### config.mk
export PLATFORM = sky130hd
export DESIGN_NAME = wb_write_ctrl_flat
export DESIGN_NICKNAME = d
export VERILOG_FILES = /design/src/rtl/wb_write_ctrl_if.sv /design/src/rtl/wb_write_ctrl.sv /design/src/flat_wrapper.sv
export SDC_FILE = /design/constraint.sdc
export NUM_CORES = 1
export LEC_CHECK = 0
export BUFFER_PORTS_ARGS = -buffer_cell sky130_fd_sc_hd__buf_4
export CORE_MARGIN = 4
export CORE_UTILIZATION = 61
export DETAILED_ROUTE_END_ITERATION = 10
export PLACE_DENSITY = 0.9
export SETUP_SLACK_MARGIN = 0.1
export SLEW_MARGIN = 20
export SYNTH_ARGS = -nofsm -noshare
export SYNTH_HDL_FRONTEND = slang
export SYNTH_SLANG_ARGS = --single-unit
### constraint.sdc
create_clock -name clk -period 8.35 [get_ports clk]
set_input_delay 0.4175 -clock clk [delete_from_list [all_inputs] [get_ports clk]]
set_output_delay 0.4175 -clock clk [all_outputs]
set_load 0.02 [all_outputs]
### src/rtl/wb_write_ctrl_if.sv
// wb_write_ctrl_if
//   Bundles the writeback controller's result handshakes and register-file
//   write port.
//   slave  : the controller itself. It receives the ALU and load results and
//            drives the handshakes, the write port, pend_mask and ld_count.
//   master : the producer/consumer side (execute/memory stages and register file).
//   Signals:
//     alu_valid/alu_waddr/alu_wdata/alu_ready  single-cycle ALU result handshake
//     ld_valid/ld_waddr/ld_wdata/ld_ready      load result handshake into the FIFO
//     wen/waddr/wdata                          registered register-file write port
//     pend_mask                                registers with a load still queued
//     ld_count                                 load FIFO occupancy
interface wb_write_ctrl_if #(
    parameter int DSIZE    = 32,
    parameter int ASIZE    = 5,
    parameter int LD_DEPTH = 4
);
    localparam int NREG = 1 << ASIZE;
    localparam int CW   = $clog2(LD_DEPTH) + 1;

    logic             alu_valid;
    logic [ASIZE-1:0] alu_waddr;
    logic [DSIZE-1:0] alu_wdata;
    logic             alu_ready;

    logic             ld_valid;
    logic [ASIZE-1:0] ld_waddr;
    logic [DSIZE-1:0] ld_wdata;
    logic             ld_ready;

    logic             wen;
    logic [ASIZE-1:0] waddr;
    logic [DSIZE-1:0] wdata;
    logic [NREG-1:0]  pend_mask;
    logic [CW-1:0]    ld_count;

    modport slave (
        input  alu_valid, alu_waddr, alu_wdata,
        input  ld_valid, ld_waddr, ld_wdata,
        output alu_ready, ld_ready,
        output wen, waddr, wdata, pend_mask, ld_count
    );

    modport master (
        output alu_valid, alu_waddr, alu_wdata,
        output ld_valid, ld_waddr, ld_wdata,
        input  alu_ready, ld_ready,
        input  wen, waddr, wdata, pend_mask, ld_count
    );
endinterface

### src/rtl/wb_write_ctrl.sv
// wb_write_ctrl
//   Writeback controller that owns the single register-file write port.
//   It merges single-cycle ALU results with variable-latency load results.
//   Load results are buffered in an LD_DEPTH-entry FIFO. An ALU write is
//   held off while an older load to the same register is still queued,
//   which keeps per-register write order. A mask of queued load
//   destinations is exported for the hazard unit.
//   Ports:
//     clk   rising-edge clock
//     rst   asynchronous active-low reset
//     bus   wb_write_ctrl_if.slave (handshakes, write port, pend_mask, ld_count)
module wb_write_ctrl #(
    parameter int DSIZE    = 32,
    parameter int ASIZE    = 5,
    parameter int LD_DEPTH = 4
) (
    input  logic            clk,
    input  logic            rst,
    wb_write_ctrl_if.slave  bus
);
    localparam int NREG = 1 << ASIZE;
    localparam int PW   = $clog2(LD_DEPTH);
    localparam int CW   = PW + 1;

    typedef struct packed {
        logic [ASIZE-1:0] addr;
        logic [DSIZE-1:0] data;
    } ld_ent_t;

    ld_ent_t          fifo [LD_DEPTH];
    logic [LD_DEPTH-1:0] occ, occ_nxt;
    logic [PW-1:0]    wr_ptr, rd_ptr;
    logic [CW-1:0]    count;
    ld_ent_t          head;

    logic             full, push, pop;
    logic             alu_blk, alu_ready, grant_ld;
    logic [NREG-1:0]  pend;

    logic             sel_vld;
    logic [ASIZE-1:0] sel_addr;
    logic [DSIZE-1:0] sel_data;

    logic             wen_q;
    logic [ASIZE-1:0] waddr_q;
    logic [DSIZE-1:0] wdata_q;

    // Pending mask comes from registered FIFO state only. A popped entry
    // therefore stays visible until the cycle its write shows up on wen.
    always_comb begin
        pend = '0;
        for (int i = 0; i < LD_DEPTH; i++)
            if (occ[i]) pend[fifo[i].addr] = 1'b1;
        pend[0] = 1'b0;
    end

    always_comb begin
        head      = fifo[rd_ptr];
        full      = (count == CW'(LD_DEPTH));
        push      = bus.ld_valid && !full;
        // Block a younger ALU write to a register with a queued load (WAW).
        // Also block it when the FIFO is full, so the loads can drain.
        alu_blk   = bus.alu_valid && (pend[bus.alu_waddr] || full);
        alu_ready = bus.alu_valid && !alu_blk;
        grant_ld  = (count != '0) && (!bus.alu_valid || alu_blk);
        pop       = grant_ld;

        sel_vld   = alu_ready || grant_ld;
        sel_addr  = alu_ready ? bus.alu_waddr : head.addr;
        sel_data  = alu_ready ? bus.alu_wdata : head.data;

        occ_nxt = occ;
        if (pop)  occ_nxt[rd_ptr] = 1'b0;
        if (push) occ_nxt[wr_ptr] = 1'b1;
    end

    // FIFO storage needs no reset. Occupancy is tracked separately in occ.
    always_ff @(posedge clk) begin
        if (push) fifo[wr_ptr] <= '{addr: bus.ld_waddr, data: bus.ld_wdata};
    end

    always_ff @(posedge clk or negedge rst) begin
        if (!rst) begin
            wr_ptr  <= '0;
            rd_ptr  <= '0;
            count   <= '0;
            occ     <= '0;
            wen_q   <= 1'b0;
            waddr_q <= '0;
            wdata_q <= '0;
        end else begin
            occ <= occ_nxt;
            if (push) wr_ptr <= wr_ptr + PW'(1);
            if (pop)  rd_ptr <= rd_ptr + PW'(1);
            case ({push, pop})
                2'b10:   count <= count + CW'(1);
                2'b01:   count <= count - CW'(1);
                default: count <= count;
            endcase
            // x0 writes complete their handshake but never assert wen.
            if (sel_vld) begin
                wen_q   <= (sel_addr != '0);
                waddr_q <= sel_addr;
                wdata_q <= sel_data;
            end else begin
                wen_q   <= 1'b0;
            end
        end
    end

    assign bus.alu_ready = alu_ready;
    assign bus.ld_ready  = !full;
    assign bus.wen       = wen_q;
    assign bus.waddr     = waddr_q;
    assign bus.wdata     = wdata_q;
    assign bus.pend_mask = pend;
    assign bus.ld_count  = count;
endmodule

### src/flat_wrapper.sv
// flat-port wrapper written by rule: the top's interface ports become plain ports
module wb_write_ctrl_flat 
#(
    parameter int DSIZE    = 32,
    parameter int ASIZE    = 5,
    parameter int LD_DEPTH = 4
)
  (clk, rst, bus_alu_valid, bus_alu_waddr, bus_alu_wdata, bus_ld_valid, bus_ld_waddr, bus_ld_wdata, bus_alu_ready, bus_ld_ready, bus_wen, bus_waddr, bus_wdata, bus_pend_mask, bus_ld_count);
  wb_write_ctrl_if #(.DSIZE(DSIZE), .ASIZE(ASIZE), .LD_DEPTH(LD_DEPTH)) bus_i ();
  input  logic clk;
  input  logic rst;
  input wire logic [$bits(bus_i.alu_valid)-1:0] bus_alu_valid;
  input wire logic [$bits(bus_i.alu_waddr)-1:0] bus_alu_waddr;
  input wire logic [$bits(bus_i.alu_wdata)-1:0] bus_alu_wdata;
  input wire logic [$bits(bus_i.ld_valid)-1:0] bus_ld_valid;
  input wire logic [$bits(bus_i.ld_waddr)-1:0] bus_ld_waddr;
  input wire logic [$bits(bus_i.ld_wdata)-1:0] bus_ld_wdata;
  output wire logic [$bits(bus_i.alu_ready)-1:0] bus_alu_ready;
  output wire logic [$bits(bus_i.ld_ready)-1:0] bus_ld_ready;
  output wire logic [$bits(bus_i.wen)-1:0] bus_wen;
  output wire logic [$bits(bus_i.waddr)-1:0] bus_waddr;
  output wire logic [$bits(bus_i.wdata)-1:0] bus_wdata;
  output wire logic [$bits(bus_i.pend_mask)-1:0] bus_pend_mask;
  output wire logic [$bits(bus_i.ld_count)-1:0] bus_ld_count;
  assign bus_i.alu_valid = bus_alu_valid;
  assign bus_i.alu_waddr = bus_alu_waddr;
  assign bus_i.alu_wdata = bus_alu_wdata;
  assign bus_i.ld_valid = bus_ld_valid;
  assign bus_i.ld_waddr = bus_ld_waddr;
  assign bus_i.ld_wdata = bus_ld_wdata;
  assign bus_alu_ready = bus_i.alu_ready;
  assign bus_ld_ready = bus_i.ld_ready;
  assign bus_wen = bus_i.wen;
  assign bus_waddr = bus_i.waddr;
  assign bus_wdata = bus_i.wdata;
  assign bus_pend_mask = bus_i.pend_mask;
  assign bus_ld_count = bus_i.ld_count;
  wb_write_ctrl #(.DSIZE(DSIZE), .ASIZE(ASIZE), .LD_DEPTH(LD_DEPTH)) u_core (.clk(clk), .rst(rst), .bus(bus_i));
endmodule
After elaboration in Yosys (flattened, before gate mapping)
Memory sizes are Yosys's and may differ from the RTL's.
Cells that the tools add are included.

word-level totals
  flip-flop bits (word level) = 49
  RAM bits = 148
  bits of input ports = 78
  output and inout port bits = 75
  logic and storage cells = 79
  memories kept = 1

memories
  name         depth  width  read ports  clocked after Yosys merged registers in  wr ports  RTL line             RTL
  u_core.fifo  4      37     5           0                                        1         wb_write_ctrl.sv:30  ld_ent_t fifo [LD_DEPTH];

cells by class
  add/subtract/negate cells = 4
  $lt $le $gt $ge = 13
  equal/unequal tests = 3
  mux-type cells = 26
  bitwise logic cells = 6
  reductions and logical operators = 19

operators with widths
  cell                 number
  $mux 32              5
  $or 32x32->32        3
  $lt 5x6->1 const B   5
  $demux 1 s5          4
  $ge 5x1->1 const B   4
  $logic_and 1x1->1    10
  $mux 1               10
  $mux 4               2
  $lt 2x3->1 const B   2
  $pmux 3 s2           1
  $bmux 1 s5           1
  $mux 5               1
  $reduce_bool 5->1    1
  $add 2x1->2 const B  2
  $and 4x4->4          1
  $demux 1 s2          2
  $ge 2x1->1 const B   2
  $not 4->4            1
  $or 4x4->4           1
  $add 3x1->3 const B  1
  $eq 3x3->1 const B   1
  $logic_not 1->1      3
  $logic_or 1x1->1     3
  $reduce_bool 3->1    1
  other kinds (4)      4

Logic depth before layout (Yosys ltp)
Gate-level depths: netlist (run 1).
An unclocked memory read counts as a cell.

  depth in word-level cells = 21
  gate-level depth with buffers = 17
  depth with buffers taken out = 13

Worst setup path before layout (run 1)
Ideal clock, no wire load.

  path kind = register to register
  from = mem u_core.fifo[2][36] (netlist name)
  to = reg u_core.count[1], in the netlist u_core.bus.ld_count[1]
  library setup time = 121 ps
  arrival time = 3647 ps
  data required time = 8229 ps
  path slack = 4582 ps
  stages on the path, launching flop included = 14
  buffers on the path = 2
  clock period less this slack = 3768 ps
  path through = edfxtp_1 -> or4bb_2 -> o221ai_1 -> o221a_2 -> a22oi_4 -> o21ai_4 -> nor2_8 -> buf_4 -> buf_4 -> nor3_1 -> fa_1 -> o31a_2 -> o211a_1 -> o22a_1

RTL lines
  what                    RTL line             RTL
  start: declaration      wb_write_ctrl.sv:30
  end signal: assignment  wb_write_ctrl.sv:96  2'b10: count <= count + CW'(1);
  end signal: assignment  wb_write_ctrl.sv:97  2'b01: count <= count - CW'(1);
  end signal: assignment  wb_write_ctrl.sv:98  default: count <= count;
  end: declaration        wb_write_ctrl.sv:33  logic [CW-1:0] count;

==> impl_results.html, run 1 <==
<table>
<tr><th>Metric</th><th>Value</th></tr>
<tr><th colspan="2">STA</th></tr>
<tr><td>Crit path time final</td><td>4.23 ns</td></tr>
<tr><td>Smallest setup slack after layout</td><td>a little over 4 ns</td></tr>
<tr><td>Final period util</td><td>50.7%</td></tr>
<tr><td>Highest Clock Rate</td><td>0.236 GHz</td></tr>
<tr><td>RSZ-0062 raised after global routing</td><td>false</td></tr>
<tr><td>Fin Hold WS</td><td>0.0391 ns</td></tr>
<tr><td>Max Slew Vio Count</td><td>0</td></tr>
<tr><td>Number of endpoints failing setup at the final stage</td><td>0</td></tr>
<tr><td>Transition at the pin with the smallest max-transition slack</td><td>1.08 ns</td></tr>
<tr><td>Count of final hold-check violations</td><td>0</td></tr>
<tr><td>Headroom to the max-slew limit</td><td>27.7%</td></tr>
<tr><td>Setup TNS</td><td>0 ns</td></tr>
<tr><td>Final clock skew</td><td>0.0132 ns</td></tr>
<tr><th colspan="2">Setup path</th></tr>
<tr><td>Termination of the worst setup path</td><td>bus_alu_ready</td></tr>
<tr><td>RR Startpoint</td><td>u_core.fifo[0][32]</td></tr>
<tr><td>R2R Setup Slk</td><td>4.60 ns</td></tr>
<tr><td>Timing startpoint of the critical path</td><td>u_core.fifo[0][32]</td></tr>
<tr><td>Crit Path Max Fanout</td><td>a little over 80</td></tr>
<tr><td>Worst Path Class, Setup</td><td>flop to output pin</td></tr>
<tr><td>Worst EP arrival</td><td>3.81 ns</td></tr>
<tr><td>WP data required</td><td>between 7 and 8 ns</td></tr>
<tr><td>Critical path startpoint category</td><td>flop</td></tr>
<tr><td>Worst flop-to-flop path endpoint</td><td>u_core.bus.ld_count[2]</td></tr>
<tr><td>Worst Setup End Kind</td><td>output pin</td></tr>
<tr><td>Worst r2r path cells</td><td>10</td></tr>
<tr><th colspan="2">Synth</th></tr>
<tr><td>Yosys top cell area share</td><td>47.4%</td></tr>
<tr><td>Synth cell count leaders</td><td>sky130_fd_sc_hd__edfxtp_1, sky130_fd_sc_hd__nand2_1, sky130_fd_sc_hd__dfrtp_1</td></tr>
<tr><td>Syn Std Cell Area</td><td>9380 sq um</td></tr>
<tr><td>Most used standard cell by instance count after synthesis</td><td>sky130_fd_sc_hd__edfxtp_1</td></tr>
<tr><td>Share of synthesized registers carrying an async set or reset</td><td>between 20% and 30%</td></tr>
<tr><td>Number of distinct library cells after synthesis</td><td>82</td></tr>
<tr><td>Main synth FF type</td><td>sky130_fd_sc_hd__edfxtp_1</td></tr>
<tr><td>Sequential area share after synthesis</td><td>60.4%</td></tr>
<tr><td>Post-synthesis register bit count</td><td>197</td></tr>
<tr><td>Synthesis Warnings</td><td>0</td></tr>
<tr><td>Largest cells by area after synthesis</td><td>sky130_fd_sc_hd__edfxtp_1, sky130_fd_sc_hd__dfrtp_1, sky130_fd_sc_hd__mux4_2, sky130_fd_sc_hd__mux2i_1, sky130_fd_sc_hd__nand2_1</td></tr>
<tr><td>Count of flip-flops with a built-in enable after synthesis</td><td>around 150</td></tr>
<tr><td>Post-Syn Area per Cell</td><td>14.5 sq um</td></tr>
<tr><td>Gate count after technology mapping</td><td>648</td></tr>
<tr><td>Largest area contributor in the netlist</td><td>sky130_fd_sc_hd__edfxtp_1</td></tr>
<tr><td>Synthesized netlist net count</td><td>roughly 740</td></tr>
<tr><th colspan="2">Drt</th></tr>
<tr><td>DRC violation count after routing</td><td>0</td></tr>
<tr><td>Number of DRC violations after detailed-routing iteration 0</td><td>884</td></tr>
<tr><td>Post-detailed-route wirelength per cell</td><td>27.8 microns</td></tr>
<tr><td>Routed Antenna Nets</td><td>0</td></tr>
<tr><td>1st-pass router iterations</td><td>5</td></tr>
<tr><td>Number of vias per cell</td><td>6.88</td></tr>
<tr><td>Via total after detailed routing</td><td>6769</td></tr>
<tr><td>Post-detailed-routing wire length</td><td>27.4 mm</td></tr>
<tr><th colspan="2">Final layout</th></tr>
<tr><td>Post-route non-filler standard cell count</td><td>984</td></tr>
<tr><td>Layout overhead on the synthesized area</td><td>19.0%</td></tr>
<tr><td>Net total in the final layout</td><td>870</td></tr>
<tr><td>Count of antenna diodes in the layout</td><td>0</td></tr>
<tr><td>Number of fillers in the final layout</td><td>898</td></tr>
<tr><td>Fraction of final layout cells sized beyond drive strength 1</td><td>32.9%</td></tr>
<tr><th colspan="2">Power</th></tr>
<tr><td>PwrDens</td><td>346 nW/um^2</td></tr>
<tr><td>Leakage power total</td><td>4.20 nW</td></tr>
<tr><td>Largest vdd supply drop</td><td>0.276 mV</td></tr>
<tr><th colspan="2">Floorplan</th></tr>
<tr><td>Die width</td><td>roughly 130 microns</td></tr>
<tr><td>Core region area</td><td>15100 sq um</td></tr>
<tr><td>Initial standard-cell utilization of the core</td><td>61.9%</td></tr>
<tr><td>Ports</td><td>153</td></tr>
<tr><td>Die height</td><td>132 microns</td></tr>
<tr><td>Die outline area</td><td>17400 sq um</td></tr>
<tr><td>Total number of placement rows</td><td>45</td></tr>
<tr><th colspan="2">CTS</th></tr>
<tr><td>Hold-fix buffers at CTS</td><td>0</td></tr>
<tr><td>Clock root buffer</td><td>sky130_fd_sc_hd__clkbuf_16</td></tr>
<tr><td>Post-CTS resize count</td><td>0</td></tr>
<tr><td>H-tree depth</td><td>4</td></tr>
<tr><td>CTS tree</td><td>done</td></tr>
<tr><td>Number of buffers created by CTS</td><td>17</td></tr>
<tr><td>TritonCTS Sinks</td><td>just under 200</td></tr>
<tr><td>Count of buffers added by post-CTS timing repair for setup</td><td>0</td></tr>
<tr><td>Reg clk slew, reported paths</td><td>approximately 0.080 ns</td></tr>
<tr><td>Source-to-sink clock delay at the later pin of the worst-skew pair</td><td>0.43 ns</td></tr>
<tr><td>Clock Tree Buf Depth</td><td>2</td></tr>
<tr><th colspan="2">Run status</th></tr>
<tr><td>Result of the run</td><td>completed</td></tr>
<tr><th colspan="2">Placement</th></tr>
<tr><td>GP Congestion</td><td>0.943</td></tr>
<tr><td>Input/output buffers</td><td>about 150</td></tr>
<tr><td>Final HPWL from detailed placement</td><td>between 15 and 20 mm</td></tr>
<tr><td>Number of placed instances with taps included</td><td>952</td></tr>
<tr><td>Dpl ws</td><td>between 4 and 5 ns</td></tr>
<tr><th colspan="2">GRT</th></tr>
<tr><td>Total global routing track utilization</td><td>a little under a third</td></tr>
<tr><td>Largest net degree at the start of global routing</td><td>82</td></tr>
<tr><td>Global-route wire length before repair</td><td>roughly 42 mm</td></tr>
<tr><td>Antenna violations before repair</td><td>0</td></tr>
<tr><td>Leftover overflow at the end of global routing</td><td>0</td></tr>
<tr><td>Number of global-route vias before repair</td><td>6753</td></tr>
<tr><th colspan="2">Worst hold path</th></tr>
<tr><td>Type of the most critical hold path</td><td>input pin to async pin</td></tr>
<tr><th colspan="2">Flow run</th></tr>
<tr><td>Total of max-cap violations</td><td>0</td></tr>
</table>
worst max-delay path, stage by stage, from the launching register on:
cell	delay (ns)
sky130_fd_sc_hd__edfxtp_1	0.59
sky130_fd_sc_hd__nand2b_1	0.32
sky130_fd_sc_hd__o22ai_1	0.13
sky130_fd_sc_hd__a221o_1	0.34
sky130_fd_sc_hd__mux4_2	0.52
sky130_fd_sc_hd__a22oi_4	0.23
sky130_fd_sc_hd__o21ai_4	0.15
sky130_fd_sc_hd__nor2_8	0.14
sky130_fd_sc_hd__buf_4	0.62
sky130_fd_sc_hd__buf_4	0.27
layout by cell type, fill, tap and decap left out, drive strengths merged, types with 4 or more instances in the layout:
cell	instances
or2	11
and3	4
o211ai	10
o22ai	32
nand2	58
clkbuf	19
nor2	28
a211o	5
mux2i	37
mux4	39
nand4	5
edfxtp	148
nor2b	7
o21ai	38
nor4bb	5
nand4b	11
xnor2	4
nand2b	9
a221o	8
and2	4
a22oi	6
ha	8
dfrtp	49
inv	17
a21o	5
o22a	8
nor3	6
buf	154
report_power, final:
group | internal [mW] | switching (mW)
clock network | 0.452 | 0.380
logic | 0.638 | 0.829
registers | 1.34 | 0.228
flip-flops by register name (all words and copies together), names as in the netlist:
register	cells
u_core.occ	4
u_core.bus.ld_count	3
u_core.fifo	148
u_core.bus.waddr	5
u_core.bus.wdata	32
u_core.bus.wen	1
u_core.rd_ptr	2
u_core.wr_ptr	2
logic make-up (layout without fill, tap and decap cells):
kind of cell | after synthesis | count (layout) | synth area share (%)
flip-flops | 197 | 197 | 60.4
AND/OR/NAND/NOR | 174 | 174 | 10.9
AO/OA/AOI/OAI | 135 | 135 | 10.6
multiplexers | 78 | 78 | 13.6
buffers and inverters | 49 | 197 | 2.71
adder cells (fa/ha/maj) | 9 | 9 | 1.28
XOR/XNOR | 5 | 5 | 0.467
other | 1 | 1 | 0.0400
per-layer routing:
layer / vias to the layer above / GRT usage (%) / wire length, microns
met5: - / 0 / 0
met3: 68 / 5.88 / 2320
met4: 0 / 10.0 / 780
li1: 2848 / - / -
met2: 464 / 51.2 / 13400
met1: 3389 / 43.5 / 10900
through the flow:
step | instance area, sq um | utilization [%] | power [mW]
2_1_floorplan | 9380 | - | 2.46
3_3_place_gp | 10600 | 69.8 | 2.93
3_5_place_dp | 10600 | 69.8 | 3.01
4_1_cts | 11200 | 73.7 | 3.86
5_1_grt | 11200 | 73.7 | 4.02
6_report | 11200 | 73.7 | 3.87
worst min path at each step:
stage                                  end  slack, ns  depth (start not counted)  start
global placement      u_core.bus.wdata[27]       0.51                          1    rst
global route          u_core.bus.wdata[25]       0.08                          1    rst
CTS                   u_core.bus.wdata[25]       0.06                          1    rst
detailed placement    u_core.bus.wdata[25]       0.51                          1    rst
finish                    u_core.wr_ptr[1]       0.04                          1    rst
floorplan           u_core.bus.ld_count[0]       0.12                          0    rst
area by class of cell:
type | instances | area (sq um) | area share (%)
Clock inverter | 13 | 163 | 1.46
Tap cell | 188 | 235 | 2.11
Multi-Input combinational cell | 402 | 3470 | 31.0
Sequential cell | 197 | 5670 | 50.8
Timing Repair Buffer | 154 | 1160 | 10.4
Clock buffer | 19 | 433 | 3.88
Inverter | 11 | 41.3 | 0.370
Note: power is estimated with default switching activity, not from simulation.
==> run 2: changes to the inputs <==
--- a/config.mk
+++ b/config.mk
@@ -5,11 +5,12 @@
 export SDC_FILE = /design/constraint.sdc
 export NUM_CORES = 1
 export LEC_CHECK = 0
+export ABC_AREA = 1
 export BUFFER_PORTS_ARGS = -buffer_cell sky130_fd_sc_hd__buf_4
 export CORE_MARGIN = 4
-export CORE_UTILIZATION = 61
+export CORE_UTILIZATION = 51
 export DETAILED_ROUTE_END_ITERATION = 10
-export PLACE_DENSITY = 0.9
+export PLACE_DENSITY = 0.81
 export SETUP_SLACK_MARGIN = 0.1
 export SLEW_MARGIN = 20
 export SYNTH_ARGS = -nofsm -noshare
==> constraint.sdc (replaced) <==
create_clock -name clk -period 3.71 [get_ports clk]
set_input_delay 0.1855 -clock clk [delete_from_list [all_inputs] [get_ports clk]]
set_output_delay 0.1855 -clock clk [all_outputs]
set_load 0.02 [all_outputs]
==> impl_results.html, run 2 <==
<table>
<tr><th>Metric</th><th>Value</th></tr>
<tr><th colspan="2">Run status</th></tr>
<tr><td>Result of the run</td><td>completed</td></tr>
<tr><th colspan="2">Final layout</th></tr>
<tr><td>Post-route non-filler standard cell count</td><td>1449 (+47%)</td></tr>
<tr><td>Net total in the final layout</td><td>1293 (+49%)</td></tr>
<tr><td>Largest Register</td><td>u_core.fifo</td></tr>
<tr><td>Fraction of final layout cells sized beyond drive strength 1</td><td>20.4% (-12 points)</td></tr>
<tr><td>Max reg flops</td><td>148 (unchanged)</td></tr>
<tr><td>Finished Core Util</td><td>67.2% (-6.5 points)</td></tr>
<tr><td>Leading cell type in the layout, fill and taps excluded</td><td>sky130_fd_sc_hd__nand2_1</td></tr>
<tr><td>Layout overhead on the synthesized area</td><td>27.6%</td></tr>
<tr><td>Area of all placed cells without fillers</td><td>12200 sq um (+9.6%)</td></tr>
<tr><td>Leading cell types in the layout, fill and taps excluded</td><td>sky130_fd_sc_hd__nand2_1, sky130_fd_sc_hd__buf_4, sky130_fd_sc_hd__edfxtp_1</td></tr>
<tr><th colspan="2">Power</th></tr>
<tr><td>Share of total power in the clock network</td><td>21.3% (-0.2 points)</td></tr>
<tr><td>Total power</td><td>8.95 mW (+130%)</td></tr>
<tr><td>Pint</td><td>5.29 mW (+120%)</td></tr>
<tr><td>Part of the total power dissipated in combinational logic</td><td>41.1% (+3.2 points)</td></tr>
<tr><td>Largest vdd supply drop</td><td>0.545 mV (+98%)</td></tr>
<tr><td>Psw</td><td>3.66 mW (+150%)</td></tr>
<tr><td>Switching power as a share of total power</td><td>40.9% (+3.8 points)</td></tr>
<tr><td>Share of power burned in registers</td><td>37.7% (-2.9 points)</td></tr>
<tr><td>PwrDens</td><td>732 nW/um^2 (+110%)</td></tr>
<tr><td>Leakage power total</td><td>5.33 nW (+27%)</td></tr>
<tr><th colspan="2">Synth</th></tr>
<tr><td>Most used standard cell by instance count after synthesis</td><td>sky130_fd_sc_hd__nand2_1</td></tr>
<tr><td>Yosys top cell area share</td><td>46.4% (-1.0 points)</td></tr>
<tr><td>Number of distinct library cells after synthesis</td><td>36 (-56%)</td></tr>
<tr><td>Post-synthesis register bit count</td><td>197 (unchanged)</td></tr>
<tr><td>Gate count after technology mapping</td><td>998 (+54%)</td></tr>
<tr><td>Syn Std Cell Area</td><td>9590 sq um (+2.2%)</td></tr>
<tr><td>Largest cells by area after synthesis</td><td>sky130_fd_sc_hd__edfxtp_1, sky130_fd_sc_hd__dfrtp_1, sky130_fd_sc_hd__nand2_1, sky130_fd_sc_hd__nor2_1, sky130_fd_sc_hd__nand3_1</td></tr>
<tr><td>Share of synthesized registers carrying an async set or reset</td><td>24.9% (unchanged)</td></tr>
<tr><td>Synthesized netlist net count</td><td>1085 (+48%)</td></tr>
<tr><td>Sequential area share after synthesis</td><td>59.2% (-1.3 points)</td></tr>
<tr><td>Largest area contributor in the netlist</td><td>sky130_fd_sc_hd__edfxtp_1</td></tr>
<tr><td>Main synth FF type</td><td>sky130_fd_sc_hd__edfxtp_1</td></tr>
<tr><td>Post-Syn Area per Cell</td><td>9.60 sq um (-34%)</td></tr>
<tr><td>Synth cell count leaders</td><td>sky130_fd_sc_hd__nand2_1, sky130_fd_sc_hd__edfxtp_1, sky130_fd_sc_hd__nor2_1</td></tr>
<tr><td>Count of flip-flops with a built-in enable after synthesis</td><td>148 (unchanged)</td></tr>
<tr><td>Synthesis Warnings</td><td>0 (unchanged)</td></tr>
<tr><th colspan="2">Setup path</th></tr>
<tr><td>Crit Path Max Fanout</td><td>33 (-59%)</td></tr>
<tr><td>Peak per-stage delay on the critical path</td><td>0.57 ns (-0.05 ns)</td></tr>
<tr><td>Most repeated library cell on the critical path</td><td>sky130_fd_sc_hd__nand3_1</td></tr>
<tr><td>WP data required</td><td>3.52 ns (-4.41 ns)</td></tr>
<tr><td>Cell family contributing the most delay on the critical path</td><td>simple AND/OR/NAND/NOR gates</td></tr>
<tr><td>Worst EP arrival</td><td>3.14 ns (-0.67 ns)</td></tr>
<tr><td>Cell with the largest stage delay on the worst path</td><td>sky130_fd_sc_hd__inv_2</td></tr>
<tr><td>Critical path startpoint category</td><td>flop</td></tr>
<tr><td>Buffer and inverter count on the worst path</td><td>2 (unchanged)</td></tr>
<tr><td>Worst Path Class, Setup</td><td>flop to output pin</td></tr>
<tr><td>Crit-path cells</td><td>nand3_1 &gt; nor2_1 &gt; a21oi_1 &gt; nand3_1 &gt; nand3_1 &gt; nand2_1 &gt; nand3_1 &gt; nand2_2 &gt; nand2_4 &gt; nand3_4 &gt; inv_2 &gt; buf_4</td></tr>
<tr><td>Worst Setup End Kind</td><td>output pin</td></tr>
<tr><th colspan="2">Placement</th></tr>
<tr><td>Dpl ws</td><td>0.776 ns (-3.90 ns)</td></tr>
<tr><td>Input/output buffers</td><td>151 (unchanged)</td></tr>
<tr><td>Placed cell areas</td><td>10900 sq um (+3.1%)</td></tr>
<tr><td>Number of placed instances with taps included</td><td>1347 (+41%)</td></tr>
<tr><td>Final HPWL from detailed placement</td><td>16.8 mm (-8.6%)</td></tr>
<tr><td>GP Congestion</td><td>0.999 (+6.0%)</td></tr>
<tr><th colspan="2">CTS</th></tr>
<tr><td>H-tree depth</td><td>4 (unchanged)</td></tr>
<tr><td>TritonCTS Sinks</td><td>197 (unchanged)</td></tr>
<tr><td>Number of buffers created by CTS</td><td>17 (unchanged)</td></tr>
<tr><td>Source-to-sink clock delay at the later pin of the worst-skew pair</td><td>0.44 ns (about the same)</td></tr>
<tr><td>Clock Tree Buf Depth</td><td>2 (unchanged)</td></tr>
<tr><td>CTS tree</td><td>done</td></tr>
<tr><td>Reg clk slew, reported paths</td><td>0.08 ns (about the same)</td></tr>
<tr><td>Clock root buffer</td><td>sky130_fd_sc_hd__clkbuf_16</td></tr>
<tr><td>Count of buffers added by post-CTS timing repair for setup</td><td>0 (unchanged)</td></tr>
<tr><th colspan="2">Floorplan</th></tr>
<tr><td>Ports</td><td>153 (unchanged)</td></tr>
<tr><td>Core region area</td><td>18200 sq um (+20%)</td></tr>
<tr><td>Initial standard-cell utilization of the core</td><td>52.6% (-9.3 points)</td></tr>
<tr><td>Die width</td><td>145 microns (+9.9%)</td></tr>
<tr><td>Die outline area</td><td>21100 sq um (+21%)</td></tr>
<tr><td>Total number of placement rows</td><td>49 (+8.9%)</td></tr>
<tr><td>Die height</td><td>145 microns (+9.9%)</td></tr>
<tr><th colspan="2">STA</th></tr>
<tr><td>Number of endpoints failing setup at the final stage</td><td>0 (unchanged)</td></tr>
<tr><td>Max Slew Vio Count</td><td>0 (unchanged)</td></tr>
<tr><td>Final period util</td><td>89.5%</td></tr>
<tr><td>Final clock skew</td><td>0.0142 ns (+0.00105 ns)</td></tr>
<tr><td>Count of final hold-check violations</td><td>0 (unchanged)</td></tr>
<tr><td>RSZ-0062 raised after global routing</td><td>false</td></tr>
<tr><td>Fin Hold WS</td><td>0.0367 ns (-0.00247 ns)</td></tr>
<tr><td>Headroom to the max-slew limit</td><td>36.1% (+8.4 points)</td></tr>
<tr><td>Smallest setup slack after layout</td><td>0.388 ns (-3.73 ns)</td></tr>
<tr><td>Transition at the pin with the smallest max-transition slack</td><td>0.957 ns (-0.128 ns)</td></tr>
<tr><td>Crit path time final</td><td>3.32 ns</td></tr>
<tr><td>Setup TNS</td><td>0 ns (unchanged)</td></tr>
<tr><td>Highest Clock Rate</td><td>roughly 0.30 GHz</td></tr>
<tr><th colspan="2">GRT</th></tr>
<tr><td>Total global routing track utilization</td><td>25.8% (-5.6 points)</td></tr>
<tr><td>Number of global-route vias before repair</td><td>8149 (+21%)</td></tr>
<tr><td>Largest net degree at the start of global routing</td><td>87 (+6.1%)</td></tr>
<tr><td>Antenna violations before repair</td><td>1 (+1)</td></tr>
<tr><td>Leftover overflow at the end of global routing</td><td>0 (unchanged)</td></tr>
<tr><td>Global-route wire length before repair</td><td>43.4 mm (+3.9%)</td></tr>
<tr><th colspan="2">Worst hold path</th></tr>
<tr><td>Type of the most critical hold path</td><td>input pin to flop</td></tr>
<tr><th colspan="2">Drt</th></tr>
<tr><td>Post-detailed-route wirelength per cell</td><td>18.8 microns (-33%)</td></tr>
<tr><td>Via total after detailed routing</td><td>8123 (+20%)</td></tr>
<tr><td>Number of vias per cell</td><td>5.61 (-19%)</td></tr>
<tr><td>Routed Antenna Nets</td><td>0 (unchanged)</td></tr>
<tr><td>1st-pass router iterations</td><td>5 (unchanged)</td></tr>
<tr><td>DRC violation count after routing</td><td>0 (unchanged)</td></tr>
<tr><td>Post-detailed-routing wire length</td><td>27.2 mm (-0.62%)</td></tr>
<tr><td>Number of DRC violations after detailed-routing iteration 0</td><td>836 (-5.4%)</td></tr>
<tr><th colspan="2">Flow run</th></tr>
<tr><td>Total of max-cap violations</td><td>0 (unchanged)</td></tr>
</table>
-- run 2: changes by cell type after synthesis, moves of 20 or more --
cell                       before  now
sky130_fd_sc_hd__mux2i_1       37    0
sky130_fd_sc_hd__mux4_2        38    0
sky130_fd_sc_hd__o22ai_1       32    0
sky130_fd_sc_hd__a32o_1         1   32
sky130_fd_sc_hd__nand2_1       58  287
sky130_fd_sc_hd__o211ai_2       0   20
sky130_fd_sc_hd__nand3_1        1   67
sky130_fd_sc_hd__a21oi_1        2   60
sky130_fd_sc_hd__nor2_1        26  129
sky130_fd_sc_hd__inv_1         11   73
-- run 2: path summary, 6_finish.rpt --
kind	startpoint	to	slack, ns	depth (start not counted)
worst min-delay path	bus_alu_wdata[10]	u_core.bus.wdata[10]	0.04	3
worst max register to register	u_core.fifo[1][32]	u_core.bus.ld_count[2]	0.76	16
worst max-delay path	u_core.fifo[1][32]	bus_alu_ready	0.39	12
worst min register to register	u_core.bus.waddr[3]	u_core.bus.waddr[3]	0.50	2
min in group asynchronous	rst	u_core.bus.waddr[2]	0.33	2
max in group asynchronous	rst	u_core.rd_ptr[0]	2.88	2
-- run 2: cell type report --
type | instances | area (sq um)
clock inverter | 15 | 213
inverter | 86 | 324
multi-input combinational | 677 | 3440
tap | 229 | 287
sequential | 197 | 5670
antenna | 1 | 2.50
timing repair buffer | 227 | 1880
clock buffer | 17 | 425
fill | 1308 | 5970
-- run 2: metal layers --
layer	wire [microns]	global-route usage, %	vias to the layer above
met2	13200	42.6	394
met1	11100	33.3	3867
li1	-	-	3814
met5	0	0	-
met4	597	9.40	0
met3	2330	6.39	48
-- run 2: logic make-up after synthesis --
group / synth area share (%)
AOI/OAI and AO/OA: 11.6
adders and majority gates: 1.25
other: 0.0391
buffers and inverters: 5.31
and+or+nand+nor: 22.3
DFF: 59.2
xor gates and xnor gates: 0.274
-- run 2: worst min-delay path: stages --
cell and delay, ns:
sky130_fd_sc_hd__buf_4 0.10, sky130_fd_sc_hd__nand2_1 0.06, sky130_fd_sc_hd__o211ai_1 0.09
-- run 2: power groups by stage --
stage	registers (mW)	logic (mW)	clock network [mW]
after CTS	3.35	3.62	1.91
after floorplan	3.61	2.06	0
after detailed placement	3.38	3.54	0
after global placement	3.38	3.43	0
final	3.37	3.68	1.91
after global routing	3.43	3.99	2.00
-- run 2: timing repair --
item / in CTS / in global routing
hold buffers: 69 / 0
endpoints found under the setup margin: 0 / 0
gates resized for setup: 0 / 0
hold endpoints to repair: 228 / 0
